$ cat src/rtl/round_sequencer_pkg.sv
// Shared types and default constants for the round sequencer.
package round_sequencer_pkg;

   localparam int unsigned DEF_INIT_LIVES   = 3;
   localparam int unsigned DEF_MAX_STAGE    = 8;
   localparam int unsigned DEF_PAUSE_FRAMES = 60;
   localparam int unsigned DEF_AUTO_FRAMES  = 180;

   localparam int unsigned LIFE_W  = 3;
   localparam int unsigned STAGE_W = 4;
   localparam int unsigned STATE_W = 3;
   localparam int unsigned CNT_W   = 8;

   typedef enum logic [STATE_W-1:0] {
      StIdle  = 3'd0,
      StLoad  = 3'd1,
      StServe = 3'd2,
      StPlay  = 3'd3,
      StLost  = 3'd4,
      StClear = 3'd5,
      StOver  = 3'd6
   } state_e;

   // Life decrement that sticks at zero.
   function automatic logic [LIFE_W-1:0] sat_dec(input logic [LIFE_W-1:0] v);
      return (v == '0) ? '0 : v - 1'b1;
   endfunction

endpackage

$ cat src/rtl/round_sequencer_if.sv
// Game-controller side bundle: event pulses in, sequencer status out.
interface round_sequencer_if;
   import round_sequencer_pkg::*;

   logic               i_frame_tick;
   logic               i_game_start;
   logic               i_life_loss;
   logic               i_stage_clear;
   logic               i_shoot;
   logic [LIFE_W-1:0]  o_life_count;
   logic [STAGE_W-1:0] o_stage;
   logic               o_brick_load;
   logic               o_ball_hold;
   logic               o_ball_launch;
   logic               o_game_over;
   logic               o_win;
   logic [STATE_W-1:0] o_state;

   modport master (
      output i_frame_tick, i_game_start, i_life_loss, i_stage_clear, i_shoot,
      input  o_life_count, o_stage, o_brick_load, o_ball_hold, o_ball_launch,
             o_game_over, o_win, o_state
   );

   modport slave (
      input  i_frame_tick, i_game_start, i_life_loss, i_stage_clear, i_shoot,
      output o_life_count, o_stage, o_brick_load, o_ball_hold, o_ball_launch,
             o_game_over, o_win, o_state
   );

endinterface

$ cat src/rtl/round_sequencer_frame_timer.sv
// Saturating frame-tick counter with a >= target done flag.
module round_sequencer_frame_timer
   import round_sequencer_pkg::*;
(
   input  logic             i_clk,
   input  logic             i_rst_n,
   input  logic             i_clear,
   input  logic             i_tick,
   input  logic [CNT_W-1:0] i_target,
   output logic             o_done
);

   logic [CNT_W-1:0] cnt_q;

   // Count ticks; clear wins over tick, and the count sticks at all-ones.
   always_ff @(posedge i_clk or negedge i_rst_n) begin
      if (!i_rst_n) begin
         cnt_q <= '0;
      end else if (i_clear) begin
         cnt_q <= '0;
      end else if (i_tick && (cnt_q != '1)) begin
         cnt_q <= cnt_q + 1'b1;
      end
   end

   assign o_done = (cnt_q >= i_target);

endmodule

$ cat src/rtl/round_sequencer.sv
// Game round sequencer: start, serve, play, life loss, stage clear, game over.
module round_sequencer
   import round_sequencer_pkg::*;
#(
   parameter int unsigned INIT_LIVES   = DEF_INIT_LIVES,
   parameter int unsigned MAX_STAGE    = DEF_MAX_STAGE,
   parameter int unsigned PAUSE_FRAMES = DEF_PAUSE_FRAMES,
   parameter int unsigned AUTO_FRAMES  = DEF_AUTO_FRAMES
) (
   input  logic               i_clk,
   input  logic               i_rst_n,
   round_sequencer_if.slave   bus
);

   state_e             state_q, state_d;
   logic [LIFE_W-1:0]  life_q, life_d;
   logic [STAGE_W-1:0] stage_q, stage_d;
   logic               over_q, over_d;
   logic               win_q, win_d;
   logic               brick_q, brick_d;
   logic               hold_q, hold_d;
   logic               launch_q, launch_d;

   logic               timer_clear;
   logic               timer_done;
   logic [CNT_W-1:0]   timer_target;

   // Restart the timer on every state change so SERVE/LOST/CLEAR start from zero.
   assign timer_clear  = (state_d != state_q);
   assign timer_target = (state_q == StServe) ? CNT_W'(AUTO_FRAMES) : CNT_W'(PAUSE_FRAMES);

   round_sequencer_frame_timer u_frame_timer (
      .i_clk    (i_clk),
      .i_rst_n  (i_rst_n),
      .i_clear  (timer_clear),
      .i_tick   (bus.i_frame_tick),
      .i_target (timer_target),
      .o_done   (timer_done)
   );

   // Next-state and next-output decode; outputs are registered below.
   always_comb begin
      state_d  = state_q;
      life_d   = life_q;
      stage_d  = stage_q;
      over_d   = over_q;
      win_d    = win_q;
      brick_d  = 1'b0;
      hold_d   = 1'b0;
      launch_d = 1'b0;
      case (state_q)
         StIdle, StOver: begin
            if (bus.i_game_start) begin
               state_d = StLoad;
               life_d  = LIFE_W'(INIT_LIVES);
               stage_d = STAGE_W'(1);
               over_d  = 1'b0;
               win_d   = 1'b0;
               brick_d = 1'b1;
            end
         end
         StLoad: begin
            state_d = StServe;
            hold_d  = 1'b1;
         end
         StServe: begin
            if (bus.i_shoot || timer_done) begin
               state_d  = StPlay;
               launch_d = 1'b1;
            end else begin
               hold_d = 1'b1;
            end
         end
         StPlay: begin
            // A clear in the same cycle as a loss takes priority and keeps the life.
            if (bus.i_stage_clear) begin
               state_d = StClear;
            end else if (bus.i_life_loss) begin
               state_d = StLost;
               life_d  = sat_dec(life_q);
            end
         end
         StLost: begin
            if (timer_done) begin
               if (life_q == '0) begin
                  state_d = StOver;
                  over_d  = 1'b1;
               end else begin
                  state_d = StServe;
                  hold_d  = 1'b1;
               end
            end
         end
         StClear: begin
            if (timer_done) begin
               if (stage_q == STAGE_W'(MAX_STAGE)) begin
                  state_d = StOver;
                  over_d  = 1'b1;
                  win_d   = 1'b1;
               end else begin
                  state_d = StLoad;
                  stage_d = stage_q + 1'b1;
                  brick_d = 1'b1;
               end
            end
         end
         default: begin
            state_d = StIdle;
         end
      endcase
   end

   // State and registered outputs.
   always_ff @(posedge i_clk or negedge i_rst_n) begin
      if (!i_rst_n) begin
         state_q  <= StIdle;
         life_q   <= '0;
         stage_q  <= '0;
         over_q   <= 1'b0;
         win_q    <= 1'b0;
         brick_q  <= 1'b0;
         hold_q   <= 1'b0;
         launch_q <= 1'b0;
      end else begin
         state_q  <= state_d;
         life_q   <= life_d;
         stage_q  <= stage_d;
         over_q   <= over_d;
         win_q    <= win_d;
         brick_q  <= brick_d;
         hold_q   <= hold_d;
         launch_q <= launch_d;
      end
   end

   assign bus.o_life_count  = life_q;
   assign bus.o_stage       = stage_q;
   assign bus.o_brick_load  = brick_q;
   assign bus.o_ball_hold   = hold_q;
   assign bus.o_ball_launch = launch_q;
   assign bus.o_game_over   = over_q;
   assign bus.o_win         = win_q;
   assign bus.o_state       = state_q;

endmodule

$ cat src/flat_wrapper.sv
// flat-port wrapper written by rule: the top's interface ports become plain ports
module round_sequencer_flat import round_sequencer_pkg::*;
#(
   parameter int unsigned INIT_LIVES   = DEF_INIT_LIVES,
   parameter int unsigned MAX_STAGE    = DEF_MAX_STAGE,
   parameter int unsigned PAUSE_FRAMES = DEF_PAUSE_FRAMES,
   parameter int unsigned AUTO_FRAMES  = DEF_AUTO_FRAMES
)
  (i_clk, i_rst_n, bus_i_frame_tick, bus_i_game_start, bus_i_life_loss, bus_i_stage_clear, bus_i_shoot, bus_o_life_count, bus_o_stage, bus_o_brick_load, bus_o_ball_hold, bus_o_ball_launch, bus_o_game_over, bus_o_win, bus_o_state);
  round_sequencer_if bus_i ();
  input  logic i_clk;
  input  logic i_rst_n;
  input wire logic [$bits(bus_i.i_frame_tick)-1:0] bus_i_frame_tick;
  input wire logic [$bits(bus_i.i_game_start)-1:0] bus_i_game_start;
  input wire logic [$bits(bus_i.i_life_loss)-1:0] bus_i_life_loss;
  input wire logic [$bits(bus_i.i_stage_clear)-1:0] bus_i_stage_clear;
  input wire logic [$bits(bus_i.i_shoot)-1:0] bus_i_shoot;
  output wire logic [$bits(bus_i.o_life_count)-1:0] bus_o_life_count;
  output wire logic [$bits(bus_i.o_stage)-1:0] bus_o_stage;
  output wire logic [$bits(bus_i.o_brick_load)-1:0] bus_o_brick_load;
  output wire logic [$bits(bus_i.o_ball_hold)-1:0] bus_o_ball_hold;
  output wire logic [$bits(bus_i.o_ball_launch)-1:0] bus_o_ball_launch;
  output wire logic [$bits(bus_i.o_game_over)-1:0] bus_o_game_over;
  output wire logic [$bits(bus_i.o_win)-1:0] bus_o_win;
  output wire logic [$bits(bus_i.o_state)-1:0] bus_o_state;
  assign bus_i.i_frame_tick = bus_i_frame_tick;
  assign bus_i.i_game_start = bus_i_game_start;
  assign bus_i.i_life_loss = bus_i_life_loss;
  assign bus_i.i_stage_clear = bus_i_stage_clear;
  assign bus_i.i_shoot = bus_i_shoot;
  assign bus_o_life_count = bus_i.o_life_count;
  assign bus_o_stage = bus_i.o_stage;
  assign bus_o_brick_load = bus_i.o_brick_load;
  assign bus_o_ball_hold = bus_i.o_ball_hold;
  assign bus_o_ball_launch = bus_i.o_ball_launch;
  assign bus_o_game_over = bus_i.o_game_over;
  assign bus_o_win = bus_i.o_win;
  assign bus_o_state = bus_i.o_state;
  round_sequencer #(.INIT_LIVES(INIT_LIVES), .MAX_STAGE(MAX_STAGE), .PAUSE_FRAMES(PAUSE_FRAMES), .AUTO_FRAMES(AUTO_FRAMES)) u_core (.i_clk(i_clk), .i_rst_n(i_rst_n), .bus(bus_i));
endmodule
$ cat config.mk
export PLATFORM = sky130hd
export DESIGN_NAME = round_sequencer_flat
export DESIGN_NICKNAME = d
export VERILOG_FILES = /design/src/rtl/round_sequencer_pkg.sv /design/src/rtl/round_sequencer_if.sv /design/src/rtl/round_sequencer_frame_timer.sv /design/src/rtl/round_sequencer.sv /design/src/flat_wrapper.sv
export SDC_FILE = /design/constraint.sdc
export NUM_CORES = 1
export LEC_CHECK = 0
export CELL_PAD_IN_SITES_DETAIL_PLACEMENT = 0
export CELL_PAD_IN_SITES_GLOBAL_PLACEMENT = 1
export CORE_AREA = 2 2 63 65
export DETAILED_ROUTE_END_ITERATION = 6
export DIE_AREA = 0 0 65 67
export GPL_ROUTABILITY_DRIVEN = 0
export PLACE_DENSITY = 0.84
export REMOVE_ABC_BUFFERS = 1
export SYNTH_ARGS = -nofsm -noshare
export SYNTH_HDL_FRONTEND = slang
export SYNTH_SLANG_ARGS = --single-unit
$ cat constraint.sdc
create_clock -name i_clk -period 3.38 [get_ports i_clk]
set_input_delay 0.676 -clock i_clk [delete_from_list [all_inputs] [get_ports i_clk]]
set_output_delay 0.676 -clock i_clk [all_outputs]
set_load 0.005 [all_outputs]
Word level (Yosys, flattened, before mapping). Cells that the tools add are included. W data, S select, Z words.

Flip-flop bits (word level): 23. Bits of input ports: 7. Output and inout bits: 15. Logic and storage cells: 81.

Add/subtract/negate cells: 3. Magnitude comparators: 1. Equal/unequal tests: 17. Muxes and demuxes: 38. Reduce and logical (&&, ||, !) cells: 13.

Operators with widths (count): $mux W3 (12); $mux W8 (3); $pmux W3 S6 (1); $mux W1 (13); $mux W4 (3); $reduce_and A4 Y1 (3); $eq A3 B3 Y1 const B (3); $add A8 B1 Y8 const B (1); $ge A8 B8 Y1 (1); $ne A2 B1 Y1 const B (4); $ne A2 B2 Y1 const B (4); $ne A8 B8 Y1 const B (1); $pmux W4 S2 (1); $eq A3 B2 Y1 const B (2); $logic_not A3 Y1 (2); $pmux W1 S3 (2); $pmux W3 S2 (1); $reduce_and A6 Y1 (1); $reduce_bool A2 Y1 (3); $add A4 B1 Y4 const B (1); $eq A4 B4 Y1 const B (1); $pmux W1 S2 (2); $eq A3 B1 Y1 const B (1); $ne A3 B3 Y1 (1); other kinds (5) (5).

Logic depth before layout (Yosys ltp). Gate-level depths: netlist of the first run.

Depth after elaboration: 8. Mapped depth: 10. Depth with buffers taken out: 9.

Cells and area by module. From an unflattened synthesis of the first run, not the netlist that was laid out.

Cells, all modules: 164. Area total of the unflattened synthesis: 1541.5 µm².

Modules (own cells, without submodules): round_sequencer (instances 1, cells an instance 94, area an instance 890.9 µm², sequential area each 375.4 µm²); round_sequencer_frame_timer (instances 1, cells an instance 70, area an instance 650.6 µm², sequential area each 200.2 µm²).

Least setup slack after synthesis of the first run. Ideal clock, no wire load.

Path kind: register -> register. Start point: register u_core.state_q[0], in the netlist u_core.bus.o_state[0]. End point: register u_core.u_frame_timer.cnt_q[0]. Setup time: 0.101 ns. Arrival: 2.232 ns. Required time: 3.279 ns. Slack: 1.047 ns. Stages on the path, launching flop included: 10. Path buffers: 2. Path through: dfrtp_1 -> buf_2 -> buf_2 -> nand2b_1 -> ha_1 -> a21oi_1 -> o21ai_2 -> a211oi_1 -> nor3b_2 -> nor4_1.

Word-level cells in the longest chain between the ends: 8.

RTL lines: start: declaration (RTL line round_sequencer.sv:15) `state_e state_q, state_d;`; start signal: assignment (RTL line round_sequencer.sv:116) `state_q <= StIdle;`; start signal: assignment (RTL line round_sequencer.sv:125) `state_q <= state_d;`; $eq A3 B2 Y1 (RTL line round_sequencer.sv:30, round_sequencer.sv:51); $mux W8 (RTL line round_sequencer.sv:30) `assign timer_target = (state_q == StServe) ? CNT_W'(AUTO_FRAMES) : CNT_W'(PAUSE_FRAMES);`; $ge A8 B8 Y1 (RTL line round_sequencer_frame_timer.sv:26) `assign o_done = (cnt_q >= i_target);`; $logic_or A1 B1 Y1 (RTL line round_sequencer.sv:67) `if (bus.i_shoot || timer_done) begin`; $mux W3 (RTL line round_sequencer.sv:67); $pmux W3 S6 (RTL line round_sequencer.sv:51) `case (state_q)`; $ne A3 B3 Y1 * (RTL line round_sequencer.sv:29) `assign timer_clear = (state_d != state_q);`; $mux W8 or $reduce_bool A2 Y1 (tied branches); end signal: assignment (RTL line round_sequencer_frame_timer.sv:22) `cnt_q <= cnt_q + 1'b1;`; end: declaration (RTL line round_sequencer_frame_timer.sv:13) `logic [CNT_W-1:0] cnt_q;`.

Every way passes the cells marked *; elsewhere a longest branch is shown, timed or not. A chain may end at the register's enable or synchronous reset.

Final worst setup path of the first run.
Start point: register u_core.state_q[2], in the netlist u_core.bus.o_state[2]. End point: register u_core.u_frame_timer.cnt_q[4].

Same word-level chain as after synthesis.

==> flow_summary.ini, run 1 <==
[worst_setup_path]
crit_path_max_fanout = 13
crit_arrival_ns = 2.95
path_cells = and2b_4 -> nand2b_1 -> inv_1 -> ha_1 -> a21oi_1 -> o21ai_2 -> a311oi_1 -> o21ai_1 -> nor4_1
crit_path_end_kind = flip-flop
worst_ep_required_time_ns = 3.55
crit_slowest_cell = dfrtp_1
critPathBufInv = 1
critPathKind = flip-flop to flip-flop
crit_family = compound AO/OA/AOI/OAI gates
setup.worst_path.start_class = flip-flop
slowest_delay_ns = 0.51

[sta]
rsz0062_at_grt = false
setup_violations = 0
fin_crit_sh_pct = 82.5
post-route-min-period_ns = 2.79
fin_ws_ns = 0.592
worst_pin_slew_ns = 1.04
relSlewSlack_pct = 30.4
slew_viol_final = 0
tns_ns = 0
hold_viol = 0
max_freq_mhz = 359
finClkSkew_ns = 0.00136

[drt]
first_iter_violations = 40
vias_per_cell = 5.60
drc = 0
drt.antenna.violating_nets = 0
vias = 1310
drt_first_pass_iters = 4
wl_per_cell_um = 15.2
routed_wl_mm = 3.57

[logic_synthesis]
netlist.area_leader.share_pct = 38.0
ys_seq_area_share_pct = 38.0
synthesis.area_mm2 = 0.00151
synth_common_cells = dfrtp_1 (23), inv_1 (13), nor2_1 (13)
ys_ff_latch = 23
yosysWarnings = 0
ys_async_sr_fraction_pct = 100
yosys.area.top_type = dfrtp_1
synth-edff-count = 0
yosysMostFrequentCell = dfrtp_1
syn-mean-instance-area_um2 = 9.18
netlist_instances = 165
synth_area_leaders = dfrtp_1 (38%), ha_1 (7.4%), xnor2_1 (3.5%)
yosys_most_used_dff = dfrtp_1
synth_cell_type_count = 47

[final_layout]
layout-drive-gt1-share_pct = 9.14
finalNetCount = 203
diodes = 0
area_delta_synth_final_pct = 19.5

[clocking]
cts_root_buffer = clkbuf_8
holdBufCountCts = 0
numClockSinks = 23
cts_max_level = 1
cts_buffers = 3
clkSlewWorstSetupHoldPaths_ns = 0.09
clock_latency_ns = 0.27
cts_setup_buffers = 0
cts_resized = 0
cts_tree = done
clockBufferDepth = 2

[die]
io_pins = 22
start_util_pct = 42.0
die_h_um = 67
dieWidth_um = 65
rows = 22
core_mm2 = 0.00361
die_area_mm2 = 0.00436

[power]
internal_power_mw = 0.681
vdd.ir_drop.worst_uv = 369
powerDensity_mw_per_mm2 = 646
netSwitchingFraction_pct = 41.7
power_leakage_nw = 0.755
pwr-share-comb_pct = 51.6
pwr-share-seq_pct = 33.3
p_clk_share_pct = 15.1
p_sw_mw = 0.488

[placed_design]
pre_cts_ws_ns = 0.651
port_buffers = 21
dp_hpwl_mm = 2.58

[run]
maxCapViolations = 0

[global_routing]
grt_max_degree = 24
grt-ovfl-total = 0
grtUsageTotal_pct = 17.7
grt_antenna_before_repair = 0
grt_pass1_wl_mm = 6.00
grt_pass1_vias = 1296

[status]
outcome = finished, final reports clean

[min_path]
hp-class = flip-flop to flip-flop
## flip-flops by register name, summed over array words and instances, names as in the netlist, 3 cells and up
| name | cells |
|---|---|
| u_core.u_frame_timer.cnt_q | 8 |
| u_core.bus.o_state | 3 |
| u_core.bus.o_life_count | 3 |
| u_core.bus.o_stage | 4 |
## through the flow
step	power, mW	cells	hold WS [ns]	area, µm²	utilization (%)
after floorplan	0.762	159	0.380	1480	-
after global placement	0.970	230	0.495	1760	48.9
after detailed placement	0.985	230	0.500	1760	48.9
after CTS	1.16	234	0.520	1810	50.2
after global routing	1.26	234	0.546	1810	50.2
final	1.17	234	0.511	1810	50.2
## worst reg2reg max path: stages, from the launching register on
cell and delay, ns:
dfrtp_1 0.51, and2b_4 0.36, nand2b_1 0.11, inv_1 0.10
ha_1 0.23, a21oi_1 0.29, o21ai_2 0.21, a311oi_1 0.35
o21ai_1 0.24, nor4_1 0.30
## cell type report
class	instances	area, µm²
Clock buffer	3	41.3
Tap cell	48	60.1
Clock inverter	1	5.00
Sequential cell	23	576
Multi-Input combinational cell	123	853
Timing Repair Buffer	23	225
Fill cell	343	1800
Inverter	13	48.8
## per-layer routing
layer,track usage (%),vias to the layer above,share of wire [%]
met5,0,-,0
met4,6.12,0,1.6
met3,2.36,6,3.8
met2,30.3,41,48
met1,22.9,624,46
li1,-,639,-
## power groups by stage
stage	registers [mW]	logic, mW	clock network (mW)
6_report	0.389	0.603	0.177
5_1_grt	0.398	0.667	0.191
4_1_cts	0.387	0.601	0.176
3_5_place_dp	0.392	0.593	0
3_3_place_gp	0.391	0.579	0
2_1_floorplan	0.403	0.359	0
## layout by cell type (no fill, tap or decap), types with 2 or more instances in the layout
cell             synthesis  routed
buf_4                    0       2
dfrtp_1                 23      23
a211oi_1                 2       2
clkbuf_8                 0       3
nor4_1                   8       8
ha_1                     9       9
a31oi_1                  3       3
a21oi_1                  9       9
nand4_1                  5       5
inv_1                   13      13
and3_1                   3       3
and4_1                   2       2
nand2_1                 10      10
xor2_1                   2       2
mux2_2                   2       2
o21ai_0                  6       6
o22ai_1                  4       4
nand2b_1                 4       4
clkdlybuf4s50_1          0      21
xnor2_1                  6       6
nand4b_1                 2       2
o21ai_1                  2       2
nor2_1                  13      13
mux2i_1                  2       2
nand3_1                  3       3
o21a_1                   2       2
a32oi_1                  2       2
and2b_4                  2       2
## logic make-up after synthesis
kind of cell | share of synthesized area [%]
DFF | 38.0
adders and majority gates | 7.44
xor gates and xnor gates | 4.63
AOI/OAI and AO/OA | 16.4
and+or+nand+nor | 25.0
buffers and inverters | 5.62
muxes | 2.81
## path summary, 6_finish.rpt
path | startpoint | end | slack [ns] | cells after the start
worst max-delay path | u_core.bus.o_state[2] | u_core.u_frame_timer.cnt_q[4] | 0.59 | 9
max in group asynchronous | i_rst_n | u_core.u_frame_timer.cnt_q[4] | 1.78 | 1
worst max register to register | u_core.bus.o_state[2] | u_core.u_frame_timer.cnt_q[4] | 0.59 | 9
min in group asynchronous | i_rst_n | u_core.bus.o_life_count[0] | 0.97 | 1
worst min register to register | u_core.bus.o_win | u_core.bus.o_win | 0.51 | 2
worst min-delay path | u_core.bus.o_win | u_core.bus.o_win | 0.51 | 2
No activity file was read; power rests on OpenSTA's default activity.
==> inputs of run 2 (changes only) <==
--- a/config.mk
+++ b/config.mk
@@ -7,11 +7,11 @@
 export LEC_CHECK = 0
 export CELL_PAD_IN_SITES_DETAIL_PLACEMENT = 0
 export CELL_PAD_IN_SITES_GLOBAL_PLACEMENT = 1
-export CORE_AREA = 2 2 63 65
+export CORE_AREA = 2 2 67 69
 export DETAILED_ROUTE_END_ITERATION = 6
-export DIE_AREA = 0 0 65 67
+export DIE_AREA = 0 0 69 71
 export GPL_ROUTABILITY_DRIVEN = 0
-export PLACE_DENSITY = 0.84
+export PLACE_DENSITY = 0.78
 export REMOVE_ABC_BUFFERS = 1
 export SYNTH_ARGS = -nofsm -noshare
 export SYNTH_HDL_FRONTEND = slang
==> constraint.sdc (replaced) <==
create_clock -name i_clk -period 2.3 [get_ports i_clk]
set_input_delay 0.46 -clock i_clk [delete_from_list [all_inputs] [get_ports i_clk]]
set_output_delay 0.46 -clock i_clk [all_outputs]
set_load 0.005 [all_outputs]
==> run 2 against run 1 <==
Compared with the run above:
- clock-buffer cell count grew 1
- final cell count increased by 6.4%
- via count is 4.4% higher
- utilization increased by 0.63 points
- flip-flop and latch count unchanged
- non-clock buffer count up 11
- largest power group unchanged
- clock power is 42% higher
==> flow_summary.ini, run 2 (synthesis gave the netlist of run 1 again) <==
[status]
outcome = finished, final reports clean

[sta]
post-route-min-period_ns = 2.20
setup_violations = 0
hold_viol = 0
slew_viol_final = 0
relSlewSlack_pct = 70.7
fin_crit_sh_pct = 95.4
max_freq_mhz = 456
worst_pin_slew_ns = 0.435
finClkSkew_ns = 0.00511
fin_hold_ws_ns = 0.506

[power]
vdd.ir_drop.worst_uv = 687
powerDensity_mw_per_mm2 = 1040
power_mw = 2.23
power_leakage_nw = 0.837

[clocking]
cts_max_level = 1
cts_root_buffer = clkbuf_8
numClockSinks = 23
cts_buffers = 3
clockBufferDepth = 2
cts_tree = done
clock_latency_ns = 0.26
clkSlewWorstSetupHoldPaths_ns = 0.08

[global_routing]
grt_pass1_wl_mm = 6.15
met2_usage_pct = 25.1
met1_usage_pct = 20.2
grt_antenna_before_repair = 0
grt_max_degree = 24
grtUsageTotal_pct = 14.8
grt-busiest-layer = met2
grt_use_met3_pct = 1.71
grt_pass1_vias = 1376
grt-ovfl-total = 0

[final_layout]
largest_reg_flops = 8
final_common_cell = dfrtp_1
finalNetCount = 214
finalNonFillerCells = 249
diodes = 0
fillCellCount = 400
area_delta_synth_final_pct = 41.1
area.sequential_um2 = 576
multi_input_area_mm2 = 0.00106
layout-drive-gt1-share_pct = 24.9
largest_register = u_core.u_frame_timer.cnt_q
mostFrequentLayoutCells = dfrtp_1 (23), clkdlybuf4s50_1 (21), nor2_1 (13), inv_1 (12)

[drt]
vias = 1367
routed_wl_mm = 3.64
drc = 0
wl_per_cell_um = 14.6
drt.antenna.violating_nets = 0
drt_first_pass_iters = 4
vias_per_cell = 5.49
first_iter_violations = 49

[worst_setup_path]
crit_path_max_fanout = 8
crit_family = simple AND/OR/NAND/NOR gates
crit_path_end_kind = flip-flop
path_cells = and2b_4 -> nand2b_4 -> ha_4 -> nand4b_1 -> o22ai_1 -> o22ai_2 -> nor3b_4 -> buf_4 -> nor4_4
crit_start = u_core.bus.o_state[2]
crit_arrival_ns = 2.34
crit_cells = 9
worst_ep_required_time_ns = 2.45
worstSetupEndpoint = u_core.u_frame_timer.cnt_q[1]
critPathKind = flip-flop to flip-flop
setup.worst_path.start_class = flip-flop
crit_slowest_cell = dfrtp_1
crit-reg2reg-launch = u_core.bus.o_state[2]
reg2reg_to = u_core.u_frame_timer.cnt_q[1]
slowest_delay_ns = 0.38
critPathBufInv = 1
r2r_cells = 9
rrSetupSlack_ns = 0.10

[die]
io_pins = 22
start_util_pct = 36.0
rows = 24
core_mm2 = 0.00420
die_h_um = 71
die_area_mm2 = 0.00490
dieWidth_um = 69

[placed_design]
port_buffers = 21
dp.cells = 242
dp_hpwl_mm = 2.60

[min_path]
whs_path_depth = 2
hp-class = flip-flop to flip-flop

[run]
maxCapViolations = 0
[run 2: worst min path at each step]
stage	start	to	slack, ns
4_1_cts	u_core.bus.o_win	u_core.bus.o_win	0.52
5_1_grt	u_core.bus.o_win	u_core.bus.o_win	0.55
6_report	u_core.bus.o_win	u_core.bus.o_win	0.51
3_5_place_dp	u_core.bus.o_win	u_core.bus.o_win	0.50
3_3_place_gp	u_core.bus.o_win	u_core.bus.o_win	0.49
2_1_floorplan	i_rst_n	u_core.bus.o_ball_hold	0.16
[run 2: final cells by class]
class                           count  share of cell area, %
Timing Repair Buffer               34                   15.8
Multi-Input combinational cell    123                   49.7
Tap cell                           52                   3.05
Clock buffer                        4                   2.11
Sequential cell                    23                   26.9
Inverter                           13                   2.40
[run 2: metrics by stage]
stage,setup WS (ns),setup TNS (ns),cell area [µm²],util (%)
finish,0.105,0,2140,50.8
detailed placement,-0.00916,-0.0108,1830,43.5
floorplan,-0.0418,-0.335,1480,-
global route,-0.0375,-0.0446,2140,50.8
CTS,0.0279,0,1890,44.9
global placement,0.0526,0,1830,43.5
[run 2: repair_timing]
action                     CTS  global route
buffers inserted             0             3
pin swaps                    0             7
gates cloned                 0             0
gates resized for setup      3            32
setup endpoints to repair    4            12
hold buffers                 0             0
[run 2: per-layer routing]
layer	vias up	part of all wire (%)
met3	7	3.8
met1	659	45
met5	-	0
li1	665	-
met2	36	50
met4	0	1.5
[run 2: worst min-delay path, delay by kind of cell (launching register included)]
kind / cells / cell delay, ns
compound gates: 1 / 0.04
simple gates: 1 / 0.07
flops: 1 / 0.35
[run 2: where the power goes]
group / switching [mW] / internal, mW / leakage (nW)
Sequential: 0.0441 / 0.483 / 0.300
Combinational: 0.776 / 0.672 / 0.514
Clock: 0.129 / 0.124 / 0.0228
